<file path="config.mk">
export PLATFORM = sky130hd
export DESIGN_NAME = lsu_seq
export DESIGN_NICKNAME = d
export VERILOG_FILES = /design/src/rtl/lsu_seq.sv
export SDC_FILE = /design/constraint.sdc
export NUM_CORES = 1
export LEC_CHECK = 0
export ABC_AREA = 0
export BUFFER_PORTS_ARGS = -buffer_cell sky130_fd_sc_hd__buf_2
export CAP_MARGIN = 5
export CELL_PAD_IN_SITES_DETAIL_PLACEMENT = 2
export CELL_PAD_IN_SITES_GLOBAL_PLACEMENT = 2
export CORE_MARGIN = 3
export CORE_UTILIZATION = 34
export DETAILED_ROUTE_END_ITERATION = 10
export MAX_ROUTING_LAYER = met4
export PLACE_DENSITY_LB_ADDON = 0.1
export SLEW_MARGIN = 20
export SYNTH_ARGS = -nofsm -noshare
export SYNTH_HDL_FRONTEND = slang
export SYNTH_SLANG_ARGS = --single-unit
</file>
<file path="constraint.sdc">
create_clock -name clk -period 4.8 [get_ports clk]
set_input_delay 0.24 -clock clk [delete_from_list [all_inputs] [get_ports clk]]
set_output_delay 0.24 -clock clk [all_outputs]
set_load 0.02 [all_outputs]
</file>
<file path="src/rtl/lsu_seq.sv">
// Load/store sequencer: turns one core load/store into one or two word-aligned
// memory accesses over a req/ack handshake. It lane-shifts store data, merges
// the returned words and sign- or zero-extends load results.
module lsu_seq #(
    parameter bit ALLOW_MISALIGNED = 1'b1
) (
    input  logic        clk,
    input  logic        rst_n,
    input  logic        Req,
    input  logic        IsStore,
    input  logic [2:0]  LdStrSrc,
    input  logic [31:0] Addr,
    input  logic [31:0] WriteData,
    output logic        Busy,
    output logic        Done,
    output logic        Err,
    output logic [31:0] LoadExt,
    output logic        MemReq,
    output logic        MemWe,
    output logic [31:0] MemAddr,
    output logic [3:0]  MemByteEn,
    output logic [31:0] MemWData,
    input  logic        MemAck,
    input  logic [31:0] MemRData
);

    typedef enum logic [1:0] {S_IDLE, S_ACC1, S_ACC2, S_DONE} state_t;

    state_t      state_q, state_d;
    logic        busy_q, busy_d, done_q, done_d, err_q, err_d;
    logic        mem_req_q, mem_req_d, mem_we_q, mem_we_d;
    logic [31:0] load_ext_q, load_ext_d, mem_addr_q, mem_addr_d;
    logic [31:0] mem_wdata_q, mem_wdata_d;
    logic [3:0]  mem_be_q, mem_be_d;
    logic [31:0] addr_q, addr_d, wdata_q, wdata_d, w0_q, w0_d;
    logic [2:0]  src_q, src_d;
    logic        store_q, store_d;

    logic [31:0] cur_addr, cur_wdata, w0_sel, w1_sel, raw32;
    logic [2:0]  cur_src, size3;
    logic        cur_store, split, illegal, finish;
    logic [1:0]  off;
    logic [3:0]  lane_mask;
    logic [7:0]  mask8;
    logic [63:0] wshift;

    // Extend the right-justified load bytes according to the access type.
    function automatic logic [31:0] ext_load(input logic [2:0] src, input logic [31:0] raw);
        logic signed [7:0]  b;
        logic signed [15:0] h;
        b = raw[7:0];
        h = raw[15:0];
        case (src[1:0])
            2'b00:   ext_load = src[2] ? {24'b0, raw[7:0]}  : 32'(b);
            2'b01:   ext_load = src[2] ? {16'b0, raw[15:0]} : 32'(h);
            default: ext_load = raw;
        endcase
    endfunction

    // Access geometry: live inputs while accepting, latched copy afterwards.
    // mask8/wshift hold both accesses: low half is the first word, high half the second.
    always_comb begin
        cur_addr  = (state_q == S_IDLE) ? Addr      : addr_q;
        cur_src   = (state_q == S_IDLE) ? LdStrSrc  : src_q;
        cur_store = (state_q == S_IDLE) ? IsStore   : store_q;
        cur_wdata = (state_q == S_IDLE) ? WriteData : wdata_q;
        off       = cur_addr[1:0];
        case (cur_src[1:0])
            2'b00:   begin size3 = 3'd1; lane_mask = 4'b0001; end
            2'b01:   begin size3 = 3'd2; lane_mask = 4'b0011; end
            default: begin size3 = 3'd4; lane_mask = 4'b1111; end
        endcase
        case (cur_src)
            3'b000, 3'b001, 3'b010: illegal = 1'b0;
            3'b100, 3'b101:         illegal = cur_store;
            default:                illegal = 1'b1;
        endcase
        split  = ({1'b0, off} + size3) > 3'd4;
        mask8  = {4'b0000, lane_mask} << off;
        wshift = {32'b0, cur_wdata} << {off, 3'b000};
        w0_sel = (state_q == S_ACC1) ? MemRData : w0_q;
        w1_sel = (state_q == S_ACC2) ? MemRData : 32'b0;
        raw32  = 32'({w1_sel, w0_sel} >> {off, 3'b000});
    end

    // Next-state and registered-output computation for the access sequence.
    always_comb begin
        state_d     = state_q;
        busy_d      = busy_q;
        done_d      = 1'b0;
        err_d       = 1'b0;
        load_ext_d  = load_ext_q;
        mem_req_d   = mem_req_q;
        mem_we_d    = mem_we_q;
        mem_addr_d  = mem_addr_q;
        mem_be_d    = mem_be_q;
        mem_wdata_d = mem_wdata_q;
        addr_d      = addr_q;
        src_d       = src_q;
        store_d     = store_q;
        wdata_d     = wdata_q;
        w0_d        = w0_q;
        finish      = 1'b0;
        case (state_q)
            S_IDLE: begin
                if (Req) begin
                    addr_d  = Addr;
                    src_d   = LdStrSrc;
                    store_d = IsStore;
                    wdata_d = WriteData;
                    if (illegal || (split && !ALLOW_MISALIGNED)) begin
                        state_d    = S_DONE;
                        done_d     = 1'b1;
                        err_d      = 1'b1;
                        load_ext_d = 32'b0;
                    end else begin
                        state_d     = S_ACC1;
                        busy_d      = 1'b1;
                        mem_req_d   = 1'b1;
                        mem_we_d    = IsStore;
                        mem_addr_d  = {Addr[31:2], 2'b00};
                        mem_be_d    = mask8[3:0];
                        mem_wdata_d = wshift[31:0];
                    end
                end
            end
            S_ACC1: begin
                if (MemAck) begin
                    w0_d = MemRData;
                    if (split) begin
                        state_d     = S_ACC2;
                        mem_addr_d  = mem_addr_q + 32'd4;
                        mem_be_d    = mask8[7:4];
                        mem_wdata_d = wshift[63:32];
                    end else begin
                        finish = 1'b1;
                    end
                end
            end
            S_ACC2: begin
                if (MemAck) finish = 1'b1;
            end
            default: state_d = S_IDLE;
        endcase
        if (finish) begin
            state_d   = S_DONE;
            busy_d    = 1'b0;
            done_d    = 1'b1;
            mem_req_d = 1'b0;
            mem_we_d  = 1'b0;
            if (!store_q) load_ext_d = ext_load(src_q, raw32);
        end
    end

    // Control and visible outputs; reset aborts any access immediately.
    always_ff @(posedge clk or negedge rst_n) begin
        if (!rst_n) begin
            state_q     <= S_IDLE;
            busy_q      <= 1'b0;
            done_q      <= 1'b0;
            err_q       <= 1'b0;
            load_ext_q  <= 32'b0;
            mem_req_q   <= 1'b0;
            mem_we_q    <= 1'b0;
            mem_addr_q  <= 32'b0;
            mem_be_q    <= 4'b0;
            mem_wdata_q <= 32'b0;
        end else begin
            state_q     <= state_d;
            busy_q      <= busy_d;
            done_q      <= done_d;
            err_q       <= err_d;
            load_ext_q  <= load_ext_d;
            mem_req_q   <= mem_req_d;
            mem_we_q    <= mem_we_d;
            mem_addr_q  <= mem_addr_d;
            mem_be_q    <= mem_be_d;
            mem_wdata_q <= mem_wdata_d;
        end
    end

    // Latched request and first returned word; only read while an access is live.
    always_ff @(posedge clk) begin
        addr_q  <= addr_d;
        src_q   <= src_d;
        store_q <= store_d;
        wdata_q <= wdata_d;
        w0_q    <= w0_d;
    end

    assign Busy      = busy_q;
    assign Done      = done_q;
    assign Err       = err_q;
    assign LoadExt   = load_ext_q;
    assign MemReq    = mem_req_q;
    assign MemWe     = mem_we_q;
    assign MemAddr   = mem_addr_q;
    assign MemByteEn = mem_be_q;
    assign MemWData  = mem_wdata_q;

endmodule
</file>
==> run metrics, run 1 <==
synthesis warning total 0; Area contributors post-synth dfrtp_1 27%, edfxtp_1 22%, mux2i_1 6.7%, a21oi_1 4.2%, nor2_1 3.7%; Yosys reg bits 174; crit-path max FO 16; most common cell in the synthesized netlist dfrtp_1; RSZ-0062 raised after global routing false; Die H 175.6 um; GR peak layer met2; final wirelength between 30000 and 40000 um; met2 Track Usage GR 37.85%; Commonest cells post-synth 104 x dfrtp_1, 97 x nor2_1, 94 x nand2_1, 83 x a21oi_1, 70 x edfxtp_1; Final Cell Area ~0.012 sq mm; critical-path cell list inv_1 -> ha_1 -> mux2_2 -> nor2_1 -> ha_1 -> inv_1 -> fa_1 -> nor2b_1 -> o31ai_2 -> nor2_2 -> nand3_2 -> o21ai_0; Worst-Margin Slew around 940 ps; critical path arrival 4520 ps; vias per inst 5.699; Final Hold Vio Count 0; antenna viol nets, final 0; gr usage total 24.91%; DIE AREA 0.03082 sq mm; kind of critical path register to register; met1 Resource Use GR 35.00%; Routed WL per cell ~24 um; initial antenna violation count 1; stages on the worst setup path 12; via count approximately 8900; Net Sw Frac 47.95%; Clk pwr share 17.5%; initial cell density of the core 34.80%; Post-DP HPWL 25790 um; Reg power frac 30.3%; pre-CTS setup slack 717.9 ps; Num CTS Buffers 17; R2R depth 12; Final Slew Violations 0; Yosys top cell area share 26.62%; TritonRoute pass-1 iters 5; latest clock arrival within the worst-skew pair 450 ps; Ports 209; CTS tree done; ant diodes 0; Worst Setup Start Kind register; drt initial violations 577; Post-Layout Cell Count 1563; number of synthesized flops with an enable pin 70; Reg area 0.004705 sq mm; outcome finished clean; Synth Cell Area roughly 0.0098 sq mm; Hold Crit Class input pin to register; Fillers 3154; Synth Flop Type dfrtp_1; Placer Congestion 0.7843; Setup TNS 0 ps; placed cell area 0.01105 sq mm; Synth async-reset ratio between 50 and 60%; slowest cell on the critical path nor2_2; Overflow after GRT 0; CP Data Required Time 5160 ps; first-pass GRT wire length ~58000 um; Crit path max-delay family simple AND/OR/NAND/NOR gates; internal power roughly 0.0044 W; final setup margin 637.7 ps; Port-buffer cells 206; Rows approximately 60; largest net degree at the start of global routing 75; worst vdd ir between 0.3 and 0.4 mV; CTS sink cnt 174; crit share post-route 86.71%; Final nets between 1000 and 1500; CP Capture Type register; Clock Skew about 17 ps; maximum clock frequency around 240 MHz; sequential fraction of the synthesis area 48.12%; hold path depth 1; multi-input logic area 0.004632 sq mm; P_sw 0.004080 W; minimum clock period 4162 ps; leakage roughly 5.0 nW; DRC 0; final setup fails 0; share of cells above drive strength 1 approximately 26%; cell accounting for the most synthesized area dfrtp_1; Post-CTS Setup Bufs 0; met3 GRT Util approximately 4.4%; Buf/Inv on CP 2; Avg Inst Size Synth 10.02 sq um; vias in the first global route 9438; H-tree Lvls 4; Core Area about 0.028 sq mm; CTS root buf clkbuf_16; Post-Synthesis Cells 976; Clock Tree Buf Depth 2; Area Growth Syn to Fin 22.31%; Core Util, Final 42.57%; Cell variety after synth 74; max_slew headroom ~37%; logic gate share of total power 52.2%; die width 175.6 um; placed cells 1502; Reg clk slew, reported paths 80 ps; Max Cap Violations 0; Pwr Density 711.7 mW/mm^2; CP peak stage delay 520 ps
placed cells by master (no fill, tap or decap), types with 6 or more instances in the layout:
| cell | synthesis | final |
|---|---|---|
| a211oi_1 | 32 | 32 |
| a21oi_1 | 83 | 83 |
| a221oi_1 | 16 | 16 |
| a22oi_1 | 8 | 8 |
| a2bb2oi_1 | 7 | 7 |
| a31oi_1 | 12 | 12 |
| and3_1 | 15 | 15 |
| buf_2 | 31 | 205 |
| buf_4 | 16 | 16 |
| clkbuf_16 | 0 | 19 |
| dfrtp_1 | 104 | 104 |
| dlygate4sd3_1 | 0 | 29 |
| edfxtp_1 | 70 | 70 |
| inv_1 | 12 | 12 |
| mux2_2 | 10 | 11 |
| mux2i_1 | 65 | 65 |
| mux4_2 | 7 | 7 |
| nand2_1 | 94 | 94 |
| nand3_1 | 46 | 46 |
| nand4_1 | 8 | 8 |
| nor2_1 | 97 | 96 |
| nor2b_1 | 18 | 18 |
| nor3_1 | 13 | 13 |
| o21a_1 | 11 | 11 |
| o21ai_0 | 30 | 30 |
| o221ai_1 | 10 | 10 |
| o22ai_1 | 22 | 22 |
| o2bb2ai_1 | 10 | 10 |
| o31ai_1 | 9 | 9 |
| or3_1 | 6 | 6 |
state kept, by name, indices dropped and copies added, names as in the netlist, 3 cells and up:
register	count
LoadExt	32
wdata_q	32
w0_q	32
src_q	3
MemWData	32
MemByteEn	4
MemAddr	30
metal layers:
metal	up-vias	wire length, um	part of all wire, %
met5	-	0	0
met4	0	590	1.6
met3	38	1898	5.1
met2	238	17160	46
met1	4596	17800	48
li1	4036	-	-
cell type report:
cell class | instances | share of cell area (%)
clock buffers | 19 | 3.977
clock inverters | 13 | 1.172
inverters | 14 | 0.4604
multi-input cells | 713 | 38.74
flip-flops and latches | 174 | 39.35
well taps | 378 | 3.956
repair buffers | 252 | 12.35
worst paths after layout:
path	slack (ps)	from	endpoint
min in group asynchronous	450	rst_n	MemWData[3]
max in group asynchronous	3160	rst_n	LoadExt[6]
max reg2reg	640	state_q[1]	LoadExt[19]
max	640	state_q[1]	LoadExt[19]
min reg2reg	470	MemByteEn[0]	MemByteEn[0]
min	9	MemRData[19]	w0_q[19]
per-stage QoR:
stage               power, W  hold slack [ps]
floorplan           0.005497           -55.59
global placement    0.006917            419.3
detailed placement  0.007038            426.0
CTS                 0.008576           0.6616
global route        0.009103           0.5797
finish              0.008510            9.170
power groups by stage:
stage	registers (W)	logic [W]	clock network (W)
after floorplan	0.00292	0.00257	0
after global placement	0.00259	0.00433	0
after detailed placement	0.00260	0.00443	0
after CTS	0.00259	0.00447	0.00152
after global routing	0.00265	0.00487	0.00158
final	0.00258	0.00444	0.00149
worst register-to-register path: stages, from the launching register on:
cell	delay (ps)
dfrtp_1	410
inv_1	160
ha_1	450
mux2_2	450
nor2_1	180
ha_1	190
inv_1	50
fa_1	480
nor2b_1	320
o31ai_2	160
nor2_2	530
nand3_2	490
o21ai_0	220
cells by family (layout without fill, tap and decap cells):
family,count (synthesis),count (layout),share of synthesized area (%)
AOI/OAI and AO/OA,283,283,19.35
DFF,174,174,48.13
other,1,2,0.03836
xor gates and xnor gates,1,1,0.1664
muxes,85,85,9.919
buffers and inverters,90,298,4.723
adders and majority gates,8,8,1.101
and+or+nand+nor,334,334,16.58
timing repair:
item                      in CTS  in global routing
hold endpoints to repair      89                  1
hold buffers                  28                  1
resized for setup              0                  0
(Power assumes the default switching activity.)
==> run 2, diff against run 1 <==
==> constraint.sdc (replaced) <==
create_clock -name clk -period 4.8 [get_ports clk]
set_input_delay 0.48 -clock clk [delete_from_list [all_inputs] [get_ports clk]]
set_output_delay 0.48 -clock clk [all_outputs]
set_load 0.02 [all_outputs]
==> run metrics, run 2 (synthesized netlist as in run 1, its figures left out) <==
P_sw 0.004080 W (about the same); latest clock arrival within the worst-skew pair 450 ps (about the same); Pwr Density 728.1 mW/mm^2 (was 711.7 mW/mm^2); kind of critical path register to register (unchanged); Die H 175.6 um (unchanged); Setup TNS 0 ps (unchanged); CTS root buf clkbuf_16 (unchanged); critical path arrival 4520 ps (about the same); most common cell after layout, fill and taps aside buf_2 (unchanged); Reg clk slew, reported paths 80 ps (about the same); DIE AREA 0.03082 sq mm (unchanged); drt initial violations 566 (was 577); Clock Tree Buf Depth 2 (unchanged); vias in the first global route 9297 (was 9438); ant diodes 0 (unchanged); Post-DP HPWL 25790 um (unchanged); TritonRoute pass-1 iters 5 (unchanged); gr usage total 24.60% (was 24.91%); CTS sink cnt 174 (unchanged); Post-CTS Setup Bufs 0 (unchanged); slowest cell on the critical path nor2_2 (unchanged); H-tree Lvls 4 (unchanged); RSZ-0062 raised after global routing false (unchanged); Worst-Margin Slew 927.4 ps (was 942.5 ps); internal power 0.004414 W (was 0.004429 W); Area Growth Syn to Fin 19.34% (was 22.31%); Hold Crit Class input pin to asynchronous set/reset pin (was input pin to register); final setup margin 642.2 ps (was 637.7 ps); Rows 61 (unchanged); critical-path cell list inv_1 -> ha_1 -> mux2_2 -> nor2_1 -> ha_1 -> inv_1 -> fa_1 -> nor2b_1 -> o31ai_2 -> nor2_2 -> nand3_2 -> o21ai_0 (unchanged); share of cells above drive strength 1 26.38% (was 25.74%); logic gate share of total power 52.0% (was 52.2%); CP peak stage delay 530 ps (was 520 ps); Routed WL per cell 24.14 um (was 23.96 um); pre-CTS setup slack 717.9 ps (unchanged); Clock Skew 17.22 ps (was 17.31 ps); Port-buffer cells 206 (unchanged); Final nets 1255 (was 1284); Clk pwr share 17.6% (was 17.5%); Final Slew Violations 0 (unchanged); crit-path max FO 16 (unchanged); Worst Setup Start Kind register (unchanged); CP Capture Type register (unchanged); DRC 0 (unchanged); Overflow after GRT 0 (unchanged); setup slack, reg-to-reg 640 ps (about the same); leakage 4.878 nW (was 4.999 nW); CP Data Required Time 5160 ps (about the same); Num CTS Buffers 17 (unchanged); worst vdd ir 0.3463 mV (was 0.3458 mV); max_slew headroom 37.76% (was 36.93%); vias per inst 5.731 (was 5.699); maximum clock frequency 240.5 MHz (was 240.3 MHz); first-pass GRT wire length 57040 um (was 57790 um); Core Area 0.02809 sq mm (unchanged); initial antenna violation count 2 (was 1); initial cell density of the core 34.80% (unchanged); Placer Congestion 0.7843 (unchanged); CTS tree done (unchanged); commonest non-fill, non-tap cells in the layout 205 x buf_2, 104 x dfrtp_1, 96 x nor2_1, 94 x nand2_1, 83 x a21oi_1 (unchanged); die width 175.6 um (unchanged); Reg power frac 30.4% (was 30.3%); cts repair resizes 0 (unchanged); Max Cap Violations 0 (unchanged); via count 8792 (was 8908); Final Hold Vio Count 0 (unchanged); hold_buf cts 0 (was 28); Ports 209 (unchanged); antenna viol nets, final 0 (unchanged); Net Sw Frac 48.03% (was 47.95%); final setup fails 0 (unchanged); final wirelength 37040 um (was 37450 um); largest net degree at the start of global routing 75 (unchanged); crit share post-route 86.62% (was 86.71%); minimum clock period 4158 ps (was 4162 ps); outcome finished clean (unchanged)
[run 2: cell types whose count changed in the layout (fill, tap and decap cells not counted)]
cell	change
dlygate4sd3_1	-29
[run 2: final timing paths]
check                             start           end  cells past startpoint
min in group clk           WriteData[2]    wdata_q[2]                      1
max in group asynchronous         rst_n    LoadExt[6]                      2
max reg2reg                  state_q[1]   LoadExt[19]                     12
max                          state_q[1]   LoadExt[19]                     12
min                               rst_n  MemWData[11]                      1
min reg2reg                MemByteEn[0]  MemByteEn[0]                      2
[run 2: power groups by stage]
stage / clock network, W / registers [W] / logic, W
floorplan: 0 / 0.00292 / 0.00257
global placement: 0 / 0.00259 / 0.00433
detailed placement: 0 / 0.00260 / 0.00443
CTS: 0.00152 / 0.00259 / 0.00445
global route: 0.00158 / 0.00265 / 0.00484
finish: 0.00149 / 0.00258 / 0.00442
[run 2: critical path: cells and delay by family (launching register included)]
family | cells | cell delay (ps)
flip-flops | 1 | 410
buffers and inverters | 2 | 210
AO/OA/AOI/OAI | 2 | 370
multiplexers | 1 | 430
AND/OR/NAND/NOR | 4 | 1520
adder cells (fa/ha/maj) | 3 | 1120
[run 2: metrics by stage]
step	instance area, sq um	power [W]	utilization (%)	cells	hold WS [ps]
final	11670	0.008494	41.54	1534	144.9
after detailed placement	11050	0.007038	39.34	1502	462.9
after global placement	11050	0.006917	39.34	1502	453.0
after global routing	11670	0.009080	41.54	1534	198.6
after CTS	11670	0.008558	41.54	1534	183.5
after floorplan	9779	0.005497	-	977	184.4
[run 2: final cells by class]
| cell class | count | area (sq um) |
|---|---|---|
| Fill cell | 3184 | 16420 |
| Sequential cell | 174 | 4705 |
| Multi-Input combinational cell | 713 | 4632 |
| Timing Repair Buffer | 223 | 1186 |
| Clock buffer | 19 | 475.5 |
| Tap cell | 378 | 473.0 |
| Clock inverter | 13 | 140.1 |
| Inverter | 14 | 55.05 |
[run 2: metal layers]
| layer | vias to the layer above | track usage, % | part of all wire [%] |
|---|---|---|---|
| li1 | 3975 | - | - |
| met1 | 4545 | 34.79 | 48 |
| met2 | 239 | 37.41 | 46 |
| met3 | 33 | 4.302 | 4.9 |
| met4 | 0 | 4.982 | 1.2 |
| met5 | - | - | 0 |
==> run 3, diff against run 2 <==
--- a/config.mk
+++ b/config.mk
@@ -5,13 +5,12 @@
 export SDC_FILE = /design/constraint.sdc
 export NUM_CORES = 1
 export LEC_CHECK = 0
-export ABC_AREA = 0
+export ABC_AREA = 1
 export BUFFER_PORTS_ARGS = -buffer_cell sky130_fd_sc_hd__buf_2
 export CAP_MARGIN = 5
 export CELL_PAD_IN_SITES_DETAIL_PLACEMENT = 2
 export CELL_PAD_IN_SITES_GLOBAL_PLACEMENT = 2
-export CORE_MARGIN = 3
-export CORE_UTILIZATION = 34
+export CORE_UTILIZATION = 31
 export DETAILED_ROUTE_END_ITERATION = 10
 export MAX_ROUTING_LAYER = met4
 export PLACE_DENSITY_LB_ADDON = 0.1
==> constraint.sdc (replaced) <==
create_clock -name clk -period 3.92 [get_ports clk]
set_input_delay 0.392 -clock clk [delete_from_list [all_inputs] [get_ports clk]]
set_output_delay 0.392 -clock clk [all_outputs]
set_load 0.02 [all_outputs]
==> run metrics, run 3 <==
critical path arrival 3930 ps (was 4520 ps); CTS sink cnt 174 (unchanged); minimum clock period 3543 ps (was 4158 ps); critical-path cell list inv_1 -> ha_1 -> inv_4 -> nand2_1 -> and2_1 -> inv_1 -> nor2_1 -> ha_1 -> inv_1 -> fa_1 -> nand2_1 -> nand2_1 -> nand2_1 -> nand3_1 -> a21oi_4 -> buf_6 -> nand2_1 -> nand2_1 (was inv_1 -> ha_1 -> mux2_2 -> nor2_1 -> ha_1 -> inv_1 -> fa_1 -> nor2b_1 -> o31ai_2 -> nor2_2 -> nand3_2 -> o21ai_0); outcome finished with violations (was finished clean); first-pass GRT wire length 65310 um (was 57040 um); antenna viol nets, final 0 (unchanged); Yosys reg bits 174 (unchanged); cell accounting for the most synthesized area dfrtp_1 (unchanged); Ports 209 (unchanged); Avg Inst Size Synth 7.067 sq um (was 10.02 sq um); largest net degree at the start of global routing 75 (unchanged); multi-input logic area 0.005160 sq mm (was 0.004632 sq mm); Post-DP HPWL 30720 um (was 25790 um); number of synthesized flops with an enable pin 70 (unchanged); sequential fraction of the synthesis area 43.74% (was 48.12%); Final Slew Violations 0 (unchanged); placed cells 2108 (was 1502); initial antenna violation count 1 (was 2); DRC 0 (unchanged); Clock Skew 12.93 ps (was 17.22 ps); CP Data Required Time 4310 ps (was 5160 ps); Post-CTS Setup Bufs 0 (unchanged); Final Cell Area 0.01259 sq mm (was 0.01167 sq mm); Core Area 0.03387 sq mm (was 0.02809 sq mm); Reg area 0.004705 sq mm (unchanged); Synth Flop Type dfrtp_1 (unchanged); Post-Synthesis Cells 1522 (was 976); Cell variety after synth 40 (was 74); via count 10860 (was 8792); Area contributors post-synth dfrtp_1 24%, nand2_1 24%, edfxtp_1 20%, nand3_1 12%, inv_1 3.0% (was dfrtp_1 27%, edfxtp_1 22%, mux2i_1 6.7%, a21oi_1 4.2%, nor2_1 3.7%); share of cells above drive strength 1 17.97% (was 26.38%); vias per inst 5.070 (was 5.731); Reg clk slew, reported paths 70 ps (was 80 ps); crit share post-route 90.39% (was 86.62%); TritonRoute pass-1 iters 5 (unchanged); Overflow after GRT 0 (unchanged); Commonest cells post-synth 683 x nand2_1, 262 x nand3_1, 104 x dfrtp_1, 87 x inv_1, 70 x edfxtp_1 (was 104 x dfrtp_1, 97 x nor2_1, 94 x nand2_1, 83 x a21oi_1, 70 x edfxtp_1); most common cell in the synthesized netlist nand2_1 (was dfrtp_1); hold slack -8.287 ps (was 144.9 ps); initial cell density of the core 31.76% (was 34.80%); Area Growth Syn to Fin 17.08% (was 19.34%); Fillers 4084 (was 3184); max_slew headroom 41.24% (was 37.76%); latest clock arrival within the worst-skew pair 460 ps (was 450 ps); CTS tree done (unchanged); Port-buffer cells 206 (unchanged); die width 188.3 um (was 175.6 um); final wirelength 41980 um (was 37040 um); Yosys top cell area share 24.19% (was 26.62%); Post-Layout Cell Count 2141 (was 1534); Routed WL per cell 19.61 um (was 24.14 um); RSZ-0062 raised after global routing false (unchanged); Worst Setup Start Kind register (unchanged); DIE AREA 0.03545 sq mm (was 0.03082 sq mm); CP peak stage delay 490 ps (was 530 ps); kind of critical path register to register (unchanged); worst vdd ir 0.3792 mV (was 0.3463 mV); CP Capture Type register (unchanged); placed cell area 0.01196 sq mm (was 0.01105 sq mm); H-tree Lvls 4 (unchanged); maximum clock frequency 282.2 MHz (was 240.5 MHz); vias in the first global route 11340 (was 9297); Setup TNS 0 ps (unchanged); most common cell after layout, fill and taps aside nand2_1 (was buf_2); critical path's most frequent cell nand2_1; leakage 6.391 nW (was 4.878 nW); Placer Congestion 0.8629 (was 0.7843); slowest cell on the critical path buf_6 (was nor2_2); Hold Crit Class input pin to asynchronous set/reset pin (unchanged); crit-path max FO 74 (was 16); Final Hold Vio Count 3 (was 0); Clock Tree Buf Depth 2 (unchanged); Synth Cell Area 0.01076 sq mm (was 0.009776 sq mm); Num CTS Buffers 17 (unchanged); CTS root buf clkbuf_16 (unchanged); final setup fails 0 (unchanged); setup slack, reg-to-reg 380 ps (was 640 ps); failing checks negative hold slack; Final nets 1791 (was 1255); Synth async-reset ratio 59.77% (unchanged); drt initial violations 643 (was 566); commonest non-fill, non-tap cells in the layout 683 x nand2_1, 262 x nand3_1, 205 x buf_2, 104 x dfrtp_1, 87 x inv_1 (was 205 x buf_2, 104 x dfrtp_1, 96 x nor2_1, 94 x nand2_1, 83 x a21oi_1); hold_buf cts 0 (unchanged); synthesis warning total 0 (unchanged); Worst-Margin Slew 880.5 ps (was 927.4 ps); Rows 67 (was 61); cts repair resizes 0 (unchanged); Max Cap Violations 0 (unchanged); Pwr Density 899.2 mW/mm^2 (was 728.1 mW/mm^2); gr usage total 24.56% (was 24.60%); Die H 188.3 um (was 175.6 um)
## run 3: critical path: cells and delay by family, from the launching register on
family | cells | cell delay (ps)
AO/OA/AOI/OAI | 1 | 200
adder cells (fa/ha/maj) | 3 | 1000
buffers and inverters | 5 | 850
flip-flops | 1 | 400
AND/OR/NAND/NOR | 9 | 1010
## run 3: area by class of cell
type	instances	share of cell area, %
Timing Repair Buffer	226	9.429
Sequential cell	174	37.36
Multi-Input combinational cell	1168	40.97
Clock buffer	23	4.223
Inverter	92	2.802
Antenna cell	1	0.01987
Tap cell	448	4.451
Clock inverter	9	0.7452
## run 3: power breakdown
part,switching (W),internal [W]
combinational,0.00465,0.00181
clock,0.000802,0.00103
sequential,0.000498,0.00252
## run 3: path summary, 6_finish.rpt
| check | from | to | cells after the start |
|---|---|---|---|
| setup / recovery | state_q[1] | MemWData[12] | 18 |
| hold / removal | rst_n | MemWData[5] | 1 |
| setup reg to reg | state_q[1] | MemWData[12] | 18 |
| hold reg to reg | MemWData[28] | MemWData[28] | 2 |
| max in group asynchronous | rst_n | LoadExt[13] | 2 |
| min in group clk | WriteData[14] | wdata_q[14] | 1 |
## run 3: logic make-up after synthesis
kind of cell | count (synthesis) | share of synthesized area (%)
AND/OR/NAND/NOR | 1049 | 41.12
AO/OA/AOI/OAI | 107 | 5.293
adder cells (fa/ha/maj) | 8 | 1.000
XOR/XNOR | 2 | 0.1629
flip-flops | 174 | 43.74
buffers and inverters | 181 | 8.654
other | 1 | 0.03486
## run 3: metal layers
metal,track usage [%],vias to the layer above,part of all wire [%]
met4,5.910,0,1.3
li1,-,5194,-
met3,3.055,30,3.6
met2,39.23,217,47
met1,33.01,5414,48
met5,-,-,0
## run 3: metrics by stage
step	total power [W]	hold slack [ps]	worst slack [ps]	utilization [%]
6_report	0.01132	-8.287	376.8	37.18
5_1_grt	0.01220	38.45	56.78	37.18
4_1_cts	0.01144	6.946	121.6	37.16
3_5_place_dp	0.009533	458.8	224.9	35.31
3_3_place_gp	0.009297	452.7	440.8	35.31
2_1_floorplan	0.007495	96.41	916.2	-
